File: src/rtl/axi_write_responder_pkg.sv
// Shared encodings for the AXI write responder: FSM states, BRESP and AWBURST codes.
// Any future read-side responder imports the same definitions.
package axi_write_responder_pkg;

    typedef enum logic [1:0] {
        ST_IDLE = 2'd0,
        ST_DATA = 2'd1,
        ST_RESP = 2'd2
    } state_t;

    localparam logic [1:0] BRESP_OKAY   = 2'b00;
    localparam logic [1:0] BRESP_SLVERR = 2'b10;

    localparam logic [1:0] BURST_FIXED = 2'b00;
    localparam logic [1:0] BURST_INCR  = 2'b01;
    localparam logic [1:0] BURST_WRAP  = 2'b10;
    localparam logic [1:0] BURST_RSVD  = 2'b11;

endpackage

File: src/rtl/axi_write_responder_if.sv
// AXI3 write channels (AW/W/B) plus the beat-wide memory write port.
// The slave modport is the responder's view; master is the requesting side / memory model.
interface axi_write_responder_if #(
    parameter int ADDR_W = 32,
    parameter int DATA_W = 32,
    parameter int ID_W   = 4
);
    logic [ID_W-1:0]     awid;
    logic [ADDR_W-1:0]   awaddr;
    logic [3:0]          awlen;
    logic [2:0]          awsize;
    logic [1:0]          awburst;
    logic                awvalid;
    logic                awready;

    logic [ID_W-1:0]     wid;
    logic [DATA_W-1:0]   wdata;
    logic [DATA_W/8-1:0] wstrb;
    logic                wlast;
    logic                wvalid;
    logic                wready;

    logic [ID_W-1:0]     bid;
    logic [1:0]          bresp;
    logic                bvalid;
    logic                bready;

    logic                mem_we;
    logic [ADDR_W-1:0]   mem_addr;
    logic [DATA_W-1:0]   mem_wdata;
    logic [DATA_W/8-1:0] mem_wstrb;
    logic                mem_ready;

    modport slave (
        input  awid, awaddr, awlen, awsize, awburst, awvalid,
        output awready,
        input  wid, wdata, wstrb, wlast, wvalid,
        output wready,
        output bid, bresp, bvalid,
        input  bready,
        output mem_we, mem_addr, mem_wdata, mem_wstrb,
        input  mem_ready
    );

    modport master (
        output awid, awaddr, awlen, awsize, awburst, awvalid,
        input  awready,
        output wid, wdata, wstrb, wlast, wvalid,
        input  wready,
        input  bid, bresp, bvalid,
        output bready,
        input  mem_we, mem_addr, mem_wdata, mem_wstrb,
        output mem_ready
    );

endinterface

File: src/rtl/axi_burst_addr_gen.sv
// Combinational AXI beat-address stepper: gives the address of the next beat.
// WRAP and reserved burst types hold the address; callers flag those as errors.
module axi_burst_addr_gen
    import axi_write_responder_pkg::*;
#(
    parameter int ADDR_W = 32
) (
    input  logic [ADDR_W-1:0] i_addr,
    input  logic [2:0]        i_size,
    input  logic [1:0]        i_burst,
    input  logic              i_advance,
    output logic [ADDR_W-1:0] o_next_addr
);

    logic [ADDR_W-1:0] w_step;

    assign w_step = ADDR_W'(1) << i_size;

    always_comb begin
        o_next_addr = i_addr;
        if (i_advance) begin
            case (i_burst)
                BURST_INCR:  o_next_addr = i_addr + w_step;
                BURST_FIXED: o_next_addr = i_addr;
                default:     o_next_addr = i_addr;
            endcase
        end
    end

endmodule

File: src/rtl/axi_write_responder.sv
// Single-outstanding AXI3 write slave: takes one AW/W burst, writes it beat by beat
// to a simple memory port, then returns one B response (SLVERR if anything was off).
module axi_write_responder
    import axi_write_responder_pkg::*;
#(
    parameter int ADDR_W = 32,
    parameter int DATA_W = 32,
    parameter int ID_W   = 4
) (
    input  logic                   clk,
    input  logic                   reset,
    axi_write_responder_if.slave   bus
);

    localparam int STRB_W   = DATA_W / 8;
    localparam int MAX_SIZE = $clog2(STRB_W);

    state_t            r_state;
    state_t            w_state_next;
    logic              r_awready;
    logic [ID_W-1:0]   r_id;
    logic [ADDR_W-1:0] r_addr;
    logic [3:0]        r_len;
    logic [2:0]        r_size;
    logic [1:0]        r_burst;
    logic [3:0]        r_beat_cnt;
    logic              r_err;

    logic              w_aw_hs;
    logic              w_aw_err;
    logic              w_beat;
    logic              w_last_beat;
    logic              w_id_bad;
    logic              w_wlast_bad;
    logic              w_beat_err;
    logic              w_wready;
    logic              w_bvalid;
    logic [ADDR_W-1:0] w_next_addr;

    // awready only ever comes from a register, so it stays low until the first edge after reset
    assign w_aw_hs  = bus.awvalid && r_awready;
    assign w_aw_err = (bus.awburst == BURST_WRAP) || (bus.awburst == BURST_RSVD) ||
                      (bus.awsize > 3'(MAX_SIZE));

    assign w_last_beat = (r_beat_cnt == r_len);
    assign w_id_bad    = (bus.wid != r_id);
    assign w_wlast_bad = (bus.wlast != w_last_beat);
    assign w_beat      = w_wready && bus.wvalid;
    // A wid mismatch suppresses its own beat; a wlast mismatch only affects later beats
    assign w_beat_err  = r_err || w_id_bad;

    axi_burst_addr_gen #(
        .ADDR_W (ADDR_W)
    ) u_addr_gen (
        .i_addr      (r_addr),
        .i_size      (r_size),
        .i_burst     (r_burst),
        .i_advance   (w_beat),
        .o_next_addr (w_next_addr)
    );

    always_comb begin
        w_state_next = r_state;
        w_wready     = 1'b0;
        w_bvalid     = 1'b0;
        case (r_state)
            ST_IDLE: begin
                if (w_aw_hs) w_state_next = ST_DATA;
            end
            ST_DATA: begin
                w_wready = bus.mem_ready;
                if (bus.wvalid && bus.mem_ready && w_last_beat) w_state_next = ST_RESP;
            end
            ST_RESP: begin
                w_bvalid = 1'b1;
                if (bus.bready) w_state_next = ST_IDLE;
            end
            default: w_state_next = ST_IDLE;
        endcase
    end

    always_ff @(posedge clk or negedge reset) begin
        if (!reset) begin
            r_state    <= ST_IDLE;
            r_awready  <= 1'b0;
            r_id       <= '0;
            r_addr     <= '0;
            r_len      <= '0;
            r_size     <= '0;
            r_burst    <= '0;
            r_beat_cnt <= '0;
            r_err      <= 1'b0;
        end else begin
            r_state   <= w_state_next;
            r_awready <= (w_state_next == ST_IDLE);
            if (w_aw_hs) begin
                r_id       <= bus.awid;
                r_addr     <= bus.awaddr;
                r_len      <= bus.awlen;
                r_size     <= bus.awsize;
                r_burst    <= bus.awburst;
                r_beat_cnt <= '0;
                r_err      <= w_aw_err;
            end else if (w_beat) begin
                r_beat_cnt <= r_beat_cnt + 4'd1;
                r_addr     <= w_next_addr;
                if (w_id_bad || w_wlast_bad) r_err <= 1'b1;
            end
        end
    end

    assign bus.awready   = r_awready;
    assign bus.wready    = w_wready;
    assign bus.bvalid    = w_bvalid;
    assign bus.bid       = w_bvalid ? r_id : '0;
    assign bus.bresp     = (w_bvalid && r_err) ? BRESP_SLVERR : BRESP_OKAY;

    assign bus.mem_we    = w_beat && !w_beat_err;
    assign bus.mem_addr  = r_addr;
    assign bus.mem_wdata = bus.wdata;
    assign bus.mem_wstrb = w_beat_err ? '0 : bus.wstrb;

endmodule

File: src/flat_wrapper.sv
// flat-port wrapper written by rule: the top's interface ports become plain ports
module axi_write_responder_flat import axi_write_responder_pkg::*;
#(
    parameter int ADDR_W = 32,
    parameter int DATA_W = 32,
    parameter int ID_W   = 4
)
  (clk, reset, bus_awid, bus_awaddr, bus_awlen, bus_awsize, bus_awburst, bus_awvalid, bus_awready, bus_wid, bus_wdata, bus_wstrb, bus_wlast, bus_wvalid, bus_wready, bus_bid, bus_bresp, bus_bvalid, bus_bready, bus_mem_we, bus_mem_addr, bus_mem_wdata, bus_mem_wstrb, bus_mem_ready);
  axi_write_responder_if #(.ADDR_W(ADDR_W), .DATA_W(DATA_W), .ID_W(ID_W)) bus_i ();
  input  logic clk;
  input  logic reset;
  input wire logic [$bits(bus_i.awid)-1:0] bus_awid;
  input wire logic [$bits(bus_i.awaddr)-1:0] bus_awaddr;
  input wire logic [$bits(bus_i.awlen)-1:0] bus_awlen;
  input wire logic [$bits(bus_i.awsize)-1:0] bus_awsize;
  input wire logic [$bits(bus_i.awburst)-1:0] bus_awburst;
  input wire logic [$bits(bus_i.awvalid)-1:0] bus_awvalid;
  output wire logic [$bits(bus_i.awready)-1:0] bus_awready;
  input wire logic [$bits(bus_i.wid)-1:0] bus_wid;
  input wire logic [$bits(bus_i.wdata)-1:0] bus_wdata;
  input wire logic [$bits(bus_i.wstrb)-1:0] bus_wstrb;
  input wire logic [$bits(bus_i.wlast)-1:0] bus_wlast;
  input wire logic [$bits(bus_i.wvalid)-1:0] bus_wvalid;
  output wire logic [$bits(bus_i.wready)-1:0] bus_wready;
  output wire logic [$bits(bus_i.bid)-1:0] bus_bid;
  output wire logic [$bits(bus_i.bresp)-1:0] bus_bresp;
  output wire logic [$bits(bus_i.bvalid)-1:0] bus_bvalid;
  input wire logic [$bits(bus_i.bready)-1:0] bus_bready;
  output wire logic [$bits(bus_i.mem_we)-1:0] bus_mem_we;
  output wire logic [$bits(bus_i.mem_addr)-1:0] bus_mem_addr;
  output wire logic [$bits(bus_i.mem_wdata)-1:0] bus_mem_wdata;
  output wire logic [$bits(bus_i.mem_wstrb)-1:0] bus_mem_wstrb;
  input wire logic [$bits(bus_i.mem_ready)-1:0] bus_mem_ready;
  assign bus_i.awid = bus_awid;
  assign bus_i.awaddr = bus_awaddr;
  assign bus_i.awlen = bus_awlen;
  assign bus_i.awsize = bus_awsize;
  assign bus_i.awburst = bus_awburst;
  assign bus_i.awvalid = bus_awvalid;
  assign bus_awready = bus_i.awready;
  assign bus_i.wid = bus_wid;
  assign bus_i.wdata = bus_wdata;
  assign bus_i.wstrb = bus_wstrb;
  assign bus_i.wlast = bus_wlast;
  assign bus_i.wvalid = bus_wvalid;
  assign bus_wready = bus_i.wready;
  assign bus_bid = bus_i.bid;
  assign bus_bresp = bus_i.bresp;
  assign bus_bvalid = bus_i.bvalid;
  assign bus_i.bready = bus_bready;
  assign bus_mem_we = bus_i.mem_we;
  assign bus_mem_addr = bus_i.mem_addr;
  assign bus_mem_wdata = bus_i.mem_wdata;
  assign bus_mem_wstrb = bus_i.mem_wstrb;
  assign bus_i.mem_ready = bus_mem_ready;
  axi_write_responder #(.ADDR_W(ADDR_W), .DATA_W(DATA_W), .ID_W(ID_W)) u_core (.clk(clk), .reset(reset), .bus(bus_i));
endmodule
File: config.mk
export PLATFORM = sky130hd
export DESIGN_NAME = axi_write_responder_flat
export DESIGN_NICKNAME = d
export VERILOG_FILES = /design/src/rtl/axi_write_responder_pkg.sv /design/src/rtl/axi_write_responder_if.sv /design/src/rtl/axi_burst_addr_gen.sv /design/src/rtl/axi_write_responder.sv /design/src/flat_wrapper.sv
export SDC_FILE = /design/constraint.sdc
export NUM_CORES = 1
export LEC_CHECK = 0
export BUFFER_PORTS_ARGS = -buffer_cell sky130_fd_sc_hd__buf_4
export CORE_MARGIN = 1.5
export CORE_UTILIZATION = 50
export CTS_CLUSTER_SIZE = 28
export DETAILED_ROUTE_END_ITERATION = 16
export PLACE_DENSITY = 0.86
export RECOVER_POWER = 100
export SLEW_MARGIN = 10
export SYNTH_ARGS = -nofsm -noshare
export SYNTH_HDL_FRONTEND = slang
export SYNTH_SLANG_ARGS = --single-unit
File: constraint.sdc
create_clock -name clk -period 4.9 [get_ports clk]
set_clock_uncertainty 0.2 [all_clocks]
set_input_delay 0.49 -clock clk [delete_from_list [all_inputs] [get_ports clk]]
set_output_delay 0.49 -clock clk [all_outputs]
set_load 0.01 [all_outputs]
[After elaboration in Yosys (flattened, before gate mapping)]
Cells that the tools add are included.
Operators by class
  add/subtract/negate cells: 2
  $lt $le $gt $ge: 1
  equal/unequal tests: 8
  shift operators: 1
  muxes and demuxes: 17
  reductions and logical operators: 18
Operator list (count)
  $mux W32: 3
  $add A32 B32 Y32: 1
  $shl A1 B3 Y32 const A: 1
  $mux W4: 4
  $mux W2: 4
  $eq A2 B2 Y1 const B: 3
  $logic_and A1 B1 Y1: 6
  $pmux W2 S3: 1
  $reduce_bool A2 Y1: 3
  $mux W1: 5
  $add A4 B1 Y4 const B: 1
  $eq A2 B1 Y1 const B: 2
  $eq A4 B4 Y1: 1
  $logic_not A2 Y1: 2
  $logic_or A1 B1 Y1: 4
  $ne A4 B4 Y1: 1
  $reduce_and A2 Y1: 2
  $gt A3 B2 Y1 const B: 1
  $logic_not A1 Y1: 1
  $ne A1 B1 Y1: 1
Storage, ports and cells
  flip-flop bits (word level): 53
  word-level logic and storage cells: 56

[Depth between registers and ports, before layout]
  depth in word-level cells: 6
  gate-level depth with buffers: 11
  gate-level depth less buffers: 9

[Hierarchy]
A second synthesis with hierarchy kept.
Unflattened totals
  cell total of the unflattened synthesis: 476
  area, all modules: 3789.9 µm²
By module, submodules not included
  axi_write_responder: instances 1, cells an instance 323, area each 2720.1 µm², seq. area each 1326.3 µm²
  axi_burst_addr_gen: instances 1, cells an instance 153, area each 1069.8 µm², seq. area each 0.0 µm²

[Worst setup path before layout]
No wires, ideal clock.
  kind: reg-to-reg
  start point: register u_core.r_size[0]
  end point: register u_core.r_addr[10] (netlist: u_core.bus.mem_addr[10])
  data arrival time: 2444 ps
  setup slack: 2121 ps
  stages on the path, launching flop included: 12
  buffers on the path: 2
  clock period less this slack: 2779 ps
  cells stage by stage: dfrtp_1 -> clkbuf_1 -> nor3_1 -> ha_1 -> fa_1 -> a21o_1 -> a221oi_1 -> o21a_1 -> buf_2 -> nor3_1 -> xnor2_1 -> o21ai_0
Between the ends
  longest elaborated chain between the ends: 5
RTL lines
  start, declared: line axi_write_responder.sv:24  | logic [2:0] r_size;
  start signal, assigned: line axi_write_responder.sv:100  | r_size <= bus.awsize;
  $shl A1 B3 Y32: line axi_burst_addr_gen.sv:17  | assign w_step = ADDR_W'(1) << i_size;
  $add A32 B32 Y32: line axi_burst_addr_gen.sv:23  | BURST_INCR: o_next_addr = i_addr + w_step;
  $mux W32: line axi_burst_addr_gen.sv:22  | case (i_burst)
  $mux W32: line axi_write_responder.sv:104  | end else if (w_beat) begin
  $mux W32: line axi_write_responder.sv:96  | if (w_aw_hs) begin
  end signal, assigned: line axi_write_responder.sv:98  | r_addr <= bus.awaddr;
  end signal, assigned: line axi_write_responder.sv:106  | r_addr <= w_next_addr;
  end, declared: line axi_write_responder.sv:22  | logic [ADDR_W-1:0] r_addr;
Every way passes these cells. The select of a mux whose other input is x is not followed.
A chain may end at the register's enable or synchronous reset.

[Worst setup path in the final report]
  start point: register u_core.r_awready (netlist: u_core.bus.awready)
  end point: register u_core.r_addr[25] (netlist: u_core.bus.mem_addr[25])
Between the ends
  longest elaborated chain between the ends: 3
RTL lines
  start, declared: line axi_write_responder.sv:20  | logic r_awready;
  start signal, assigned: line axi_write_responder.sv:95  | r_awready <= (w_state_next == ST_IDLE);
  $logic_and A1 B1 Y1 (*): line axi_write_responder.sv:41  | assign w_aw_hs = bus.awvalid && r_awready;
  $reduce_bool A2 Y1 (no source line)
  $reduce_and A2 Y1 (no source line)
Mark *: on every way between the ends. The rest lies on a longest branch, timed or not.

==> results_dict.tcl <==
set metrics [dict create \
    first_global_vias 2930 \
    reg2reg_from "u_core.bus.awready$_DFF_PN0_" \
    layout_commonest_cell "nand2_1" \
    tns_ps 0 \
    rr_endpoint "u_core.bus.mem_addr[25]$_DFFE_PN0P_" \
    rsz0062_at_grt "no" \
    synthAdderAreaFrac 0.0384 \
    synth_cells 400 \
    yosysUniqueCellTypes 50 \
    initial_core_util 0.514 \
    outcome "complete, but fails checks" \
    root_buffer "clkbuf_8" \
    critPathSlowestCell "clkbuf_1" \
    stdcell_count 543 \
    slew-limit-headroom -0.923 \
    grt_pass1_wl_um 13300 \
    p_per_area_nw_per_um2 538 \
    r2r_slack_ps 1570 \
    overflow 0 \
    synth_fp_nets 502 \
    routedWlPerCell_um 15.2 \
    drive_gt1_frac 0.194 \
    numCtsBuffers 5 \
    min-delay-start "bus_awlen[1]" \
    p_sw_uw 933 \
    antenna_found_initial 0 \
    synth-seq-cells 53 \
    final_cell_mix "nand2_1 (88), buf_4 (67), dfrtp_1 (53)" \
    via_count 2969 \
    slowest_delay_ps 1730 \
    ff2ff_path_depth 3 \
    drv_slew 119 \
    synthMuxAreaShare 0.00290 \
    synth-warning-count 0 \
    hold_viol 0 \
    hpwl_um 5960 \
    fmax_mhz 301 \
    dpl_worst_slack_ps 1870 \
    die_area_um2 7410 \
    rows 30 \
    crit_type "reg2reg" \
    hold_depth 3 \
    io_buffer_count 104 \
    layout_setup_ws_ps 1570 \
    drt_iter0_drc 129 \
    grt_max_degree 65 \
    dieWidth_um 86.1 \
    yosys.area_share.simple 0.241 \
    ys_seq_area_frac 0.384 \
    synth_edf_count 0 \
    synth-xor-area-share 0.102 \
    synth_area_um2 3450 \
    hold_path.class "in2reg" \
    path_cells "and2_0, clkbuf_1, o21ai_0" \
    maxCapViolations 2 \
    nNetsFinal 564 \
    antenna_cells 0 \
    post_cts_buffers 0 \
    drc 0 \
    cp-start-kind "flip-flop" \
    chipHeight_um 86.1 \
    drtPass1Iterations 4 \
    track_usage 0.222 \
    finalWirelength_um 8230 \
    holdPathEnd "u_core.r_len[1]$_DFFE_PN0P_" \
    place.gp.congestion 0.896 \
    syn_to_final_growth_pct 15.4 \
    synth-compound-area-share 0.127 \
    antenna_left 0 \
    p_seq_frac 0.409 \
    core_um2 6720 \
    ctsHoldBuffers 0 \
    synth_top_family_by_area "simple AND/OR/NAND/NOR gates" \
    fin_crit_ps 3330 \
    critPathMaxFanout 64 \
    numClockSinks 53 \
    worstPathRequired_ps 4780 \
    worstMarginPinSlew_ps 2880 \
    report.final.setup_viol 0 \
    violations "max-capacitance violations, max-slew violations" \
    vdd_drop_max_v 0.000202 \
    crit_arrival_ps 3210 \
    clkTransAtPathRegs_ps 100 \
    synth_flop_cell "dfrtp_1" \
    power.leakage_uw 0.00169 \
    ctsLongestPathBuffers 2 \
    h-tree-depth 2 \
    critical_path.endpoint_type "flip-flop" \
    cts_resized 0 \
    finalCritPeriodShare 0.679 \
    vias_per_cell 5.47 \
    clock_latency_ps 310 \
    cts_tree "yes" \
    ys_async_sr_fraction 1.00 \
    syn_area_per_cell_um2 8.63 \
    comb_power_share 0.448 \
    place_inst 535 \
    p_int_uw 1210 \
    swShare 0.435 \
    power_frac_clock 0.143 \
    ios 170 \
]
==> state kept, by name, indices dropped and copies added, names as in the netlist <==
name                 flops
u_core.r_len             4
u_core.r_size            3
u_core.bus.mem_addr     32
u_core.r_id              4
u_core.r_beat_cnt        4
u_core.r_burst           2
u_core.bus.awready       1
u_core.r_err             1
u_core.r_state           2
==> critical path, delay by kind of cell, from the launching register on <==
| family | cells | cell delay (ps) |
|---|---|---|
| flops | 1 | 380 |
| buf+inv | 1 | 1730 |
| compound gates | 1 | 350 |
| simple gates | 1 | 430 |
==> power groups by stage <==
stage	Combinational [uW]	Clock (uW)	Sequential [uW]
floorplan	680	0	876
global placement	1030	0	870
detailed placement	1070	0	880
CTS	1070	309	875
global route	1070	322	909
finish	961	306	877
==> synthesized netlist by cell type (all sizes together) (5+ instances only) <==
master  instances  share of area
xor2            6          0.015
buf            37          0.079
inv             7         0.0076
and2           10          0.018
nand3           8          0.015
clkbuf         15          0.016
dfrtp          53           0.38
a21oi          14          0.020
a31oi           5         0.0091
ha              9          0.033
a211oi          9          0.028
nor2           22          0.024
nor3            9          0.018
nand4           6          0.011
xnor2          34          0.086
nand2          88          0.096
nor3b           5          0.012
o21ai          28          0.041
==> worst max-delay path by stage <==
stage	from	end	slack, ps	cells past startpoint
3_5_place_dp	u_core.r_size[0]$_DFFE_PN0P_	u_core.bus.mem_addr[30]$_DFFE_PN0P_	1870	9
4_1_cts	u_core.r_size[0]$_DFFE_PN0P_	u_core.bus.mem_addr[30]$_DFFE_PN0P_	1850	9
6_report	u_core.bus.awready$_DFF_PN0_	u_core.bus.mem_addr[25]$_DFFE_PN0P_	1570	3
2_1_floorplan	u_core.r_size[0]$_DFFE_PN0P_	u_core.bus.mem_addr[10]$_DFFE_PN0P_	2120	11
3_3_place_gp	u_core.r_size[0]$_DFFE_PN0P_	u_core.bus.mem_addr[12]$_DFFE_PN0P_	1990	9
5_1_grt	u_core.bus.awready$_DFF_PN0_	u_core.bus.mem_addr[12]$_DFFE_PN0P_	1050	3
==> cell families (layout without fill, tap and decap cells) <==
logic type	Yosys count	in the layout
AOI/OAI and AO/OA	69	69
muxes	1	1
and+or+nand+nor	167	167
DFF	53	53
other	1	1
adders and majority gates	10	10
xor gates and xnor gates	40	40
buffers and inverters	59	122
==> metal layers <==
layer | share of wire | global-route usage | wire, um
met4 | 0.028 | 0.0806 | 227
met5 | 0 | 0 | 0
met2 | 0.50 | 0.379 | 4150
met1 | 0.43 | 0.288 | 3520
met3 | 0.040 | 0.0308 | 330
==> through the flow <==
step	hold WS [ps]	total power, uW	utilization	area (um2)
global route	171	2300	0.593	3980
floorplan	-5.59	1560	-	3450
CTS	36.6	2260	0.616	4140
detailed placement	286	1950	0.599	4030
global placement	283	1900	0.599	4030
finish	171	2140	0.593	3980
==> cell type report <==
class,count,area (um2)
Inverter,7,26.3
Fill cell,611,2740
Clock inverter,3,46.3
Sequential cell,53,1330
Tap cell,80,100
Timing Repair Buffer,107,653
Clock buffer,5,68.8
Multi-Input combinational cell,288,1760
Power figures use the tool's default switching activity.
